`src/rtl/qspi_lane_mode_ctrl.sv`:
```
// -----------------------------------------------------------------------------
// qspi_lane_mode_ctrl
//
// Flash bus-mode controller. Tracks the committed device mode (SPI x1, DPI x2,
// QPI x4, OPI x8) and decodes mode-switch opcodes accepted by the command
// sequencer. A legal switch is held pending until the current transaction ends
// (io_tran_done); it is then committed and a recovery window of RECOV_CYC
// cycles follows. Software can also force a mode through a valid/ready
// handshake. Per-phase lane select for the IO shifter is derived from the
// committed mode plus optional address/data phase overrides.
//
// Ports
//   clock, rst_n                    clock, asynchronous active-low reset
//   io_next_req, io_inst            accepted command pulse and its opcode
//   io_tran_done                    transaction finished (CS deasserted)
//   io_state_addr, io_state_data    shifter phase flags
//   io_addr_mode_en, io_addr_lanes  address phase lane override
//   io_data_mode_en, io_data_lanes  data phase lane override
//   io_force_valid, io_force_mode   software force-mode request
//   io_force_ready                  force request accepted this cycle
//   io_lane_sel                     lane code for the current phase
//   io_tran_mode                    committed device mode
//   io_mode_busy                    switch pending or recovering
//   io_mode_err                     one-cycle error pulse
//
// Lane codes: 00 SPI, 01 DPI, 10 QPI, 11 OPI.
// -----------------------------------------------------------------------------
module qspi_lane_mode_ctrl #(
    parameter int                INST_W    = 8,
    parameter bit                DPI_EN    = 1'b1,
    parameter bit                OPI_EN    = 1'b0,
    parameter logic [INST_W-1:0] QPIEN     = 8'h35,
    parameter logic [INST_W-1:0] QPIDI     = 8'hF5,
    parameter logic [INST_W-1:0] DPIEN     = 8'h37,
    parameter logic [INST_W-1:0] DPIDI     = 8'hFF,
    parameter logic [INST_W-1:0] OPIEN     = 8'hE8,
    parameter logic [INST_W-1:0] OPIDI     = 8'hE9,
    parameter int                RECOV_CYC = 4
) (
    input  logic              clock,
    input  logic              rst_n,
    input  logic              io_next_req,
    input  logic [INST_W-1:0] io_inst,
    input  logic              io_tran_done,
    input  logic              io_state_addr,
    input  logic              io_state_data,
    input  logic              io_addr_mode_en,
    input  logic [1:0]        io_addr_lanes,
    input  logic              io_data_mode_en,
    input  logic [1:0]        io_data_lanes,
    input  logic              io_force_valid,
    input  logic [1:0]        io_force_mode,
    output logic              io_force_ready,
    output logic [1:0]        io_lane_sel,
    output logic [1:0]        io_tran_mode,
    output logic              io_mode_busy,
    output logic              io_mode_err
);

    localparam logic [1:0] LANE_SPI = 2'b00;
    localparam logic [1:0] LANE_DPI = 2'b01;
    localparam logic [1:0] LANE_QPI = 2'b10;
    localparam logic [1:0] LANE_OPI = 2'b11;

    localparam bit         HAS_RECOV = (RECOV_CYC != 0);
    localparam logic [7:0] RECOV_LD  = 8'(RECOV_CYC);

    typedef enum logic [1:0] {
        IDLE  = 2'd0,
        PEND  = 2'd1,
        RECOV = 2'd2
    } state_t;

    state_t     state_reg, state_next;
    logic [1:0] mode_reg, mode_next;
    logic [1:0] pend_reg, pend_next;
    logic [7:0] cnt_reg, cnt_next;
    logic       err_reg, err_next;

    logic       is_mode_op;
    logic       switch_legal;
    logic [1:0] switch_target;
    logic       force_accept;

    // Lane codes the attached device can actually run.
    function automatic logic lane_ok(input logic [1:0] code);
        if (code == LANE_DPI) return DPI_EN;
        if (code == LANE_OPI) return OPI_EN;
        return 1'b1;
    endfunction

    // Opcode classification against the committed mode. Opcodes of a
    // disabled mode are still mode opcodes, so they raise an error.
    always_comb begin
        is_mode_op    = (io_inst == QPIEN) || (io_inst == QPIDI) ||
                        (io_inst == DPIEN) || (io_inst == DPIDI) ||
                        (io_inst == OPIEN) || (io_inst == OPIDI);
        switch_legal  = 1'b0;
        switch_target = mode_reg;
        case (mode_reg)
            LANE_SPI: begin
                if (io_inst == QPIEN) begin
                    switch_legal  = 1'b1;
                    switch_target = LANE_QPI;
                end else if (io_inst == DPIEN && DPI_EN) begin
                    switch_legal  = 1'b1;
                    switch_target = LANE_DPI;
                end else if (io_inst == OPIEN && OPI_EN) begin
                    switch_legal  = 1'b1;
                    switch_target = LANE_OPI;
                end
            end
            LANE_DPI: begin
                if (io_inst == DPIDI) begin
                    switch_legal  = 1'b1;
                    switch_target = LANE_SPI;
                end else if (io_inst == QPIEN) begin
                    switch_legal  = 1'b1;
                    switch_target = LANE_QPI;
                end
            end
            LANE_QPI: begin
                if (io_inst == QPIDI) begin
                    switch_legal  = 1'b1;
                    switch_target = LANE_SPI;
                end
            end
            default: begin
                if (io_inst == OPIDI) begin
                    switch_legal  = 1'b1;
                    switch_target = LANE_SPI;
                end
            end
        endcase
    end

    // A command from the sequencer always beats a same-cycle force request.
    assign force_accept   = io_force_valid && (state_reg == IDLE) && !io_next_req;
    assign io_force_ready = force_accept;

    always_comb begin
        state_next = state_reg;
        mode_next  = mode_reg;
        pend_next  = pend_reg;
        cnt_next   = cnt_reg;
        err_next   = 1'b0;
        case (state_reg)
            IDLE: begin
                if (io_next_req) begin
                    if (switch_legal) begin
                        pend_next  = switch_target;
                        state_next = PEND;
                    end else if (is_mode_op) begin
                        err_next = 1'b1;
                    end
                end else if (force_accept) begin
                    if (lane_ok(io_force_mode)) begin
                        mode_next = io_force_mode;
                        if (HAS_RECOV) begin
                            cnt_next   = RECOV_LD;
                            state_next = RECOV;
                        end
                    end else begin
                        err_next = 1'b1;
                    end
                end
            end
            PEND: begin
                if (io_next_req && is_mode_op) err_next = 1'b1;
                // Commit only at the transaction boundary so the mode never
                // changes under an active chip select.
                if (io_tran_done) begin
                    mode_next = pend_reg;
                    if (HAS_RECOV) begin
                        cnt_next   = RECOV_LD;
                        state_next = RECOV;
                    end else begin
                        state_next = IDLE;
                    end
                end
            end
            RECOV: begin
                if (io_next_req && is_mode_op) err_next = 1'b1;
                if (cnt_reg <= 8'd1) begin
                    cnt_next   = 8'd0;
                    state_next = IDLE;
                end else begin
                    cnt_next = cnt_reg - 8'd1;
                end
            end
            default: state_next = IDLE;
        endcase
    end

    always_ff @(posedge clock or negedge rst_n) begin
        if (!rst_n) begin
            state_reg <= IDLE;
            mode_reg  <= LANE_SPI;
            pend_reg  <= LANE_SPI;
            cnt_reg   <= 8'd0;
            err_reg   <= 1'b0;
        end else begin
            state_reg <= state_next;
            mode_reg  <= mode_next;
            pend_reg  <= pend_next;
            cnt_reg   <= cnt_next;
            err_reg   <= err_next;
        end
    end

    // Address phase wins when both phase flags are set; an override code the
    // device cannot run falls back to the committed mode.
    always_comb begin
        io_lane_sel = mode_reg;
        if (io_state_addr) begin
            if (io_addr_mode_en && lane_ok(io_addr_lanes)) io_lane_sel = io_addr_lanes;
        end else if (io_state_data) begin
            if (io_data_mode_en && lane_ok(io_data_lanes)) io_lane_sel = io_data_lanes;
        end
    end

    assign io_tran_mode = mode_reg;
    assign io_mode_busy = (state_reg != IDLE);
    assign io_mode_err  = err_reg;

endmodule

```
`config.mk`:
```
export PLATFORM = sky130hd
export DESIGN_NAME = qspi_lane_mode_ctrl
export DESIGN_NICKNAME = d
export VERILOG_FILES = /design/src/rtl/qspi_lane_mode_ctrl.sv
export SDC_FILE = /design/constraint.sdc
export NUM_CORES = 1
export LEC_CHECK = 0
export CORE_AREA = 2 2 41 80
export DETAILED_ROUTE_END_ITERATION = 7
export DIE_AREA = 0 0 43 82
export GPL_TIMING_DRIVEN = 0
export HOLD_SLACK_MARGIN = 0.06
export PLACE_DENSITY_LB_ADDON = 0.12
export SETUP_SLACK_MARGIN = 0.15
export SYNTH_ARGS = -nofsm -noshare
export SYNTH_HDL_FRONTEND = slang
export SYNTH_SLANG_ARGS = --single-unit
```
`constraint.sdc`:
```
create_clock -name clock -period 2.5 [get_ports clock]
set_input_delay 0.5 -clock clock [delete_from_list [all_inputs] [get_ports clock]]
set_output_delay 0.5 -clock clock [all_outputs]
set_load 0.05 [all_outputs]
```
==> flow_summary_export.csv <==
group,metric,value,unit
die,dieArea,0.003526,mm²
power,p_sw,752.4,µW
cells_and_area,multi_input_area,823.3,µm²
global_route,grt_overflow,0,
die,die_y,82,µm
die,core-area,0.002943,mm²
synthesis,synthSimpleGateAreaFrac,25.50,%
power,total_power,1.570,mW
sta,hold_viol,0,
cells_and_area,n_antenna_cell,0,
worst_setup_path,cp_cell_sequence,"inv_1 -> ha_1 -> clkbuf_2 -> nor2b_2 -> and2_1 -> buf_2",
sta,rsz0062_at_grt,"yes",
die,io_pins,30,
cells_and_area,area_growth,29.54,%
sta,worst_pin_slew,0.6943,ns
worst_setup_path,critical_path_arrival,1.77,ns
route,top_layer,"met4",
route,routed-wl-met3,64,µm
sta,setup_violations,0,
synthesis,synthArstFlopShare,100.0,%
cells_and_area,fin_cells,203,
clock_network,hold_buffers,0,
status,status,"finished, final reports clean",
route,num_vias,1251,
die,rows,28,
synthesis,synth_xor_area_share,0,%
cells_and_area,largest_reg_flops,8,
power,pwr-share-clk,12.6,%
power,power_frac_comb,62.7,%
sta,max_slew_margin,53.57,%
worst_setup_path,crit-reg2reg-launch,"io_tran_mode[0]$_DFFE_PN0P_",
synthesis,synth_top_family_by_area,"compound AO/OA/AOI/OAI gates",
synthesis,syn_area,0.001241,mm²
route,dr_wl_met2,2.079,mm
synthesis,synth_edf_count,0,
global_route,antenna_found_initial,0,
synthesis,syn_avg_cell_area,8.866,µm²
power,cellPowerDensity,976.6,mW/mm²
route,wl_met1,1.195,mm
cells_and_area,finalNetCount,203,
synthesis,synth_most_common_cell,"dfrtp_1",
sta,period_share,90.80,%
clock_network,postCtsSetupBuffers,0,
synthesis,synth_nets,169,
synthesis,synth_compound_area_share,32.46,%
synthesis,yosysSeqAreaShare,30.24,%
sta,fmax,440.5,MHz
synthesis,ys_top_cells_by_count,"dfrtp_1, inv_1, nand2_1, nor2_1",
worst_setup_path,worstSetupStartpointType,"register",
synthesis,yosysWarnings,0,
synthesis,synth_top_cell_by_area,"dfrtp_1",
power,seqPwrFrac,24.7,%
synthesis,synth_top_cell_area_share,30.24,%
clock_network,htree_levels,1,
route,drt_wl_total,3.414,mm
worst_setup_path,cp_top_family,"buffers and inverters",
clock_network,cts_buffer_depth,2,
cells_and_area,regArea,375.4,µm²
worst_setup_path,cp_slowest_cell,"dfrtp_1",
worst_setup_path,critPathKind,"reg -> out",
cells_and_area,drive_above_1_share,10.40,%
route,drt_iter0_drc,29,
route,via_per_inst,6.163,
power,switching_share,47.92,%
sta,min_period,2.270,ns
route,final_antenna_net_count,0,
die,fp.dieW,43,µm
synthesis,synth_seq_cells,15,
route,wl_per_cell,16.82,µm
global_route,grt_pass1_vias,1324,
clock_network,cts_buffers,3,
clock_network,cts_tree,"done",
worst_hold_path,min_path_type,"reg -> reg",
worst_setup_path,endpoint_kind,"primary output",
die,initial_core_util,42.18,%
power,power_leakage,0.6856,nW
clock_network,cts-root-buf,"clkbuf_8",
placed_design,place_area,0.001569,mm²
cells_and_area,fillers,303,
cells_and_area,design_area,0.001608,mm²
worst_setup_path,cp_num_buf_inv,3,
synthesis,synth_mux_area_share,2.117,%
clock_network,clock_latency,0.25,ns
synthesis,synthAdderAreaFrac,6.048,%
worst_setup_path,crit_start,"state_reg[0]$_DFFE_PN0P_",
placed_design,portBuffers,29,
worst_setup_path,slowest_delay,0.42,ns
power,ir_drop,541.6,µV
worst_hold_path,hp-start,"pend_reg[0]$_DFFE_PN0P_",
global_route,grt_pass1_wl,5.692,mm
synthesis,synth.distinct_cells,52,
clock_network,clkSinkCount,15,
synthesis,yosys_most_used_dff,"dfrtp_1",
placed_design,dp_cells,199,
route,drc,0,
synthesis,ys_top_cells_by_area,"dfrtp_1, ha_1, o211ai_1",
placed_design,gp_congestion,0.8528,
global_route,grt_util_all_layers,21.11,%
placed_design,dp_hpwl,2.809,mm
flow_run,maxCapViolCount,0,
global_route,grt_max_degree,16,
sta,skew,0.003771,ns
worst_setup_path,required,2.00,ns
worst_setup_path,path_max_fanout,8,
route,dr.pass1.iters,4,
synthesis,synthCells,140,
power,p_int,817.8,µW
sta,finalMaxSlewViolations,0,
clock_network,clk_pin_slew,0.06,ns
path summary, 6_finish.rpt:
kind / slack (ns) / to / cells past startpoint
worst max-delay path: 0.23 / io_force_ready / 6
worst min-delay path: 0.52 / pend_reg[0]$_DFFE_PN0P_ / 1
worst max register to register: 0.36 / pend_reg[0]$_DFFE_PN0P_ / 5
worst min register to register: 0.52 / pend_reg[0]$_DFFE_PN0P_ / 1
max in group asynchronous: 1.39 / io_mode_err$_DFF_PN0_ / 1
min in group asynchronous: 0.67 / cnt_reg[6]$_DFFE_PN0P_ / 1
routing by layer:
| metal | GRT usage, % | vias up |
|---|---|---|
| met5 | 0 | - |
| met4 | 8.788 | 0 |
| met3 | 1.319 | 6 |
| met2 | 44.85 | 23 |
| met1 | 19.29 | 609 |
| li1 | - | 613 |
final cells by class:
cell class	count	area share (%)
multi-input combinational	113	51.21
inverter	9	2.101
sequential	15	23.35
tap	30	2.335
clock inverter	1	0.3113
clock buffer	3	2.568
timing repair buffer	29	17.35
buffer	3	0.7782
placed cells by master (no fill, tap or decap), types with 4 or more instances in the layout:
cell type	count
dfrtp_1	15
clkdlybuf4s50_1	25
a21oi_1	4
ha_1	6
nand2_1	9
nor2_1	9
nand2b_1	5
nor3_1	6
o211ai_1	6
inv_1	9
repair_timing:
item                                    4_1_cts  5_1_grt
pin swaps                                     0        0
hold endpoints to repair                      0        0
endpoints found under the setup margin        4        3
gates resized for setup                      11        6
gates cloned                                  0        0
worst reg2reg max path, stage by stage, from the launching register on:
cell	delay, ns
dfrtp_1	0.35
clkbuf_1	0.36
nor4bb_1	0.37
o2111ai_1	0.30
o22ai_1	0.31
mux2_1	0.35
logic make-up (layout without fill, tap and decap cells):
| kind of cell | count (synthesis) | count (layout) |
|---|---|---|
| adder cells (fa/ha/maj) | 6 | 6 |
| AO/OA/AOI/OAI | 51 | 51 |
| multiplexers | 2 | 2 |
| AND/OR/NAND/NOR | 54 | 54 |
| buffers and inverters | 12 | 45 |
| flip-flops | 15 | 15 |
metrics by stage:
step                utilization [%]  hold WS (ns)  setup WS [ns]  TNS [ns]
CTS                           55.02        0.5119        0.04241         0
global route                  54.63        0.5299         0.1247         0
finish                        54.63        0.5196         0.2300         0
floorplan                         -        0.2044         0.2610         0
detailed placement            53.32        0.4973        -0.2820   -0.7059
global placement              53.32        0.4814        -0.2840   -0.6740
power by group through the flow:
| stage | sequential [mW] | clock [mW] | combinational, mW |
|---|---|---|---|
| after floorplan | 0.427 | 0 | 0.670 |
| after global placement | 0.389 | 0 | 0.977 |
| after detailed placement | 0.391 | 0 | 0.996 |
| after CTS | 0.388 | 0.199 | 0.994 |
| after global routing | 0.397 | 0.209 | 1.08 |
| final | 0.388 | 0.198 | 0.984 |
(Power assumes the default switching activity.)
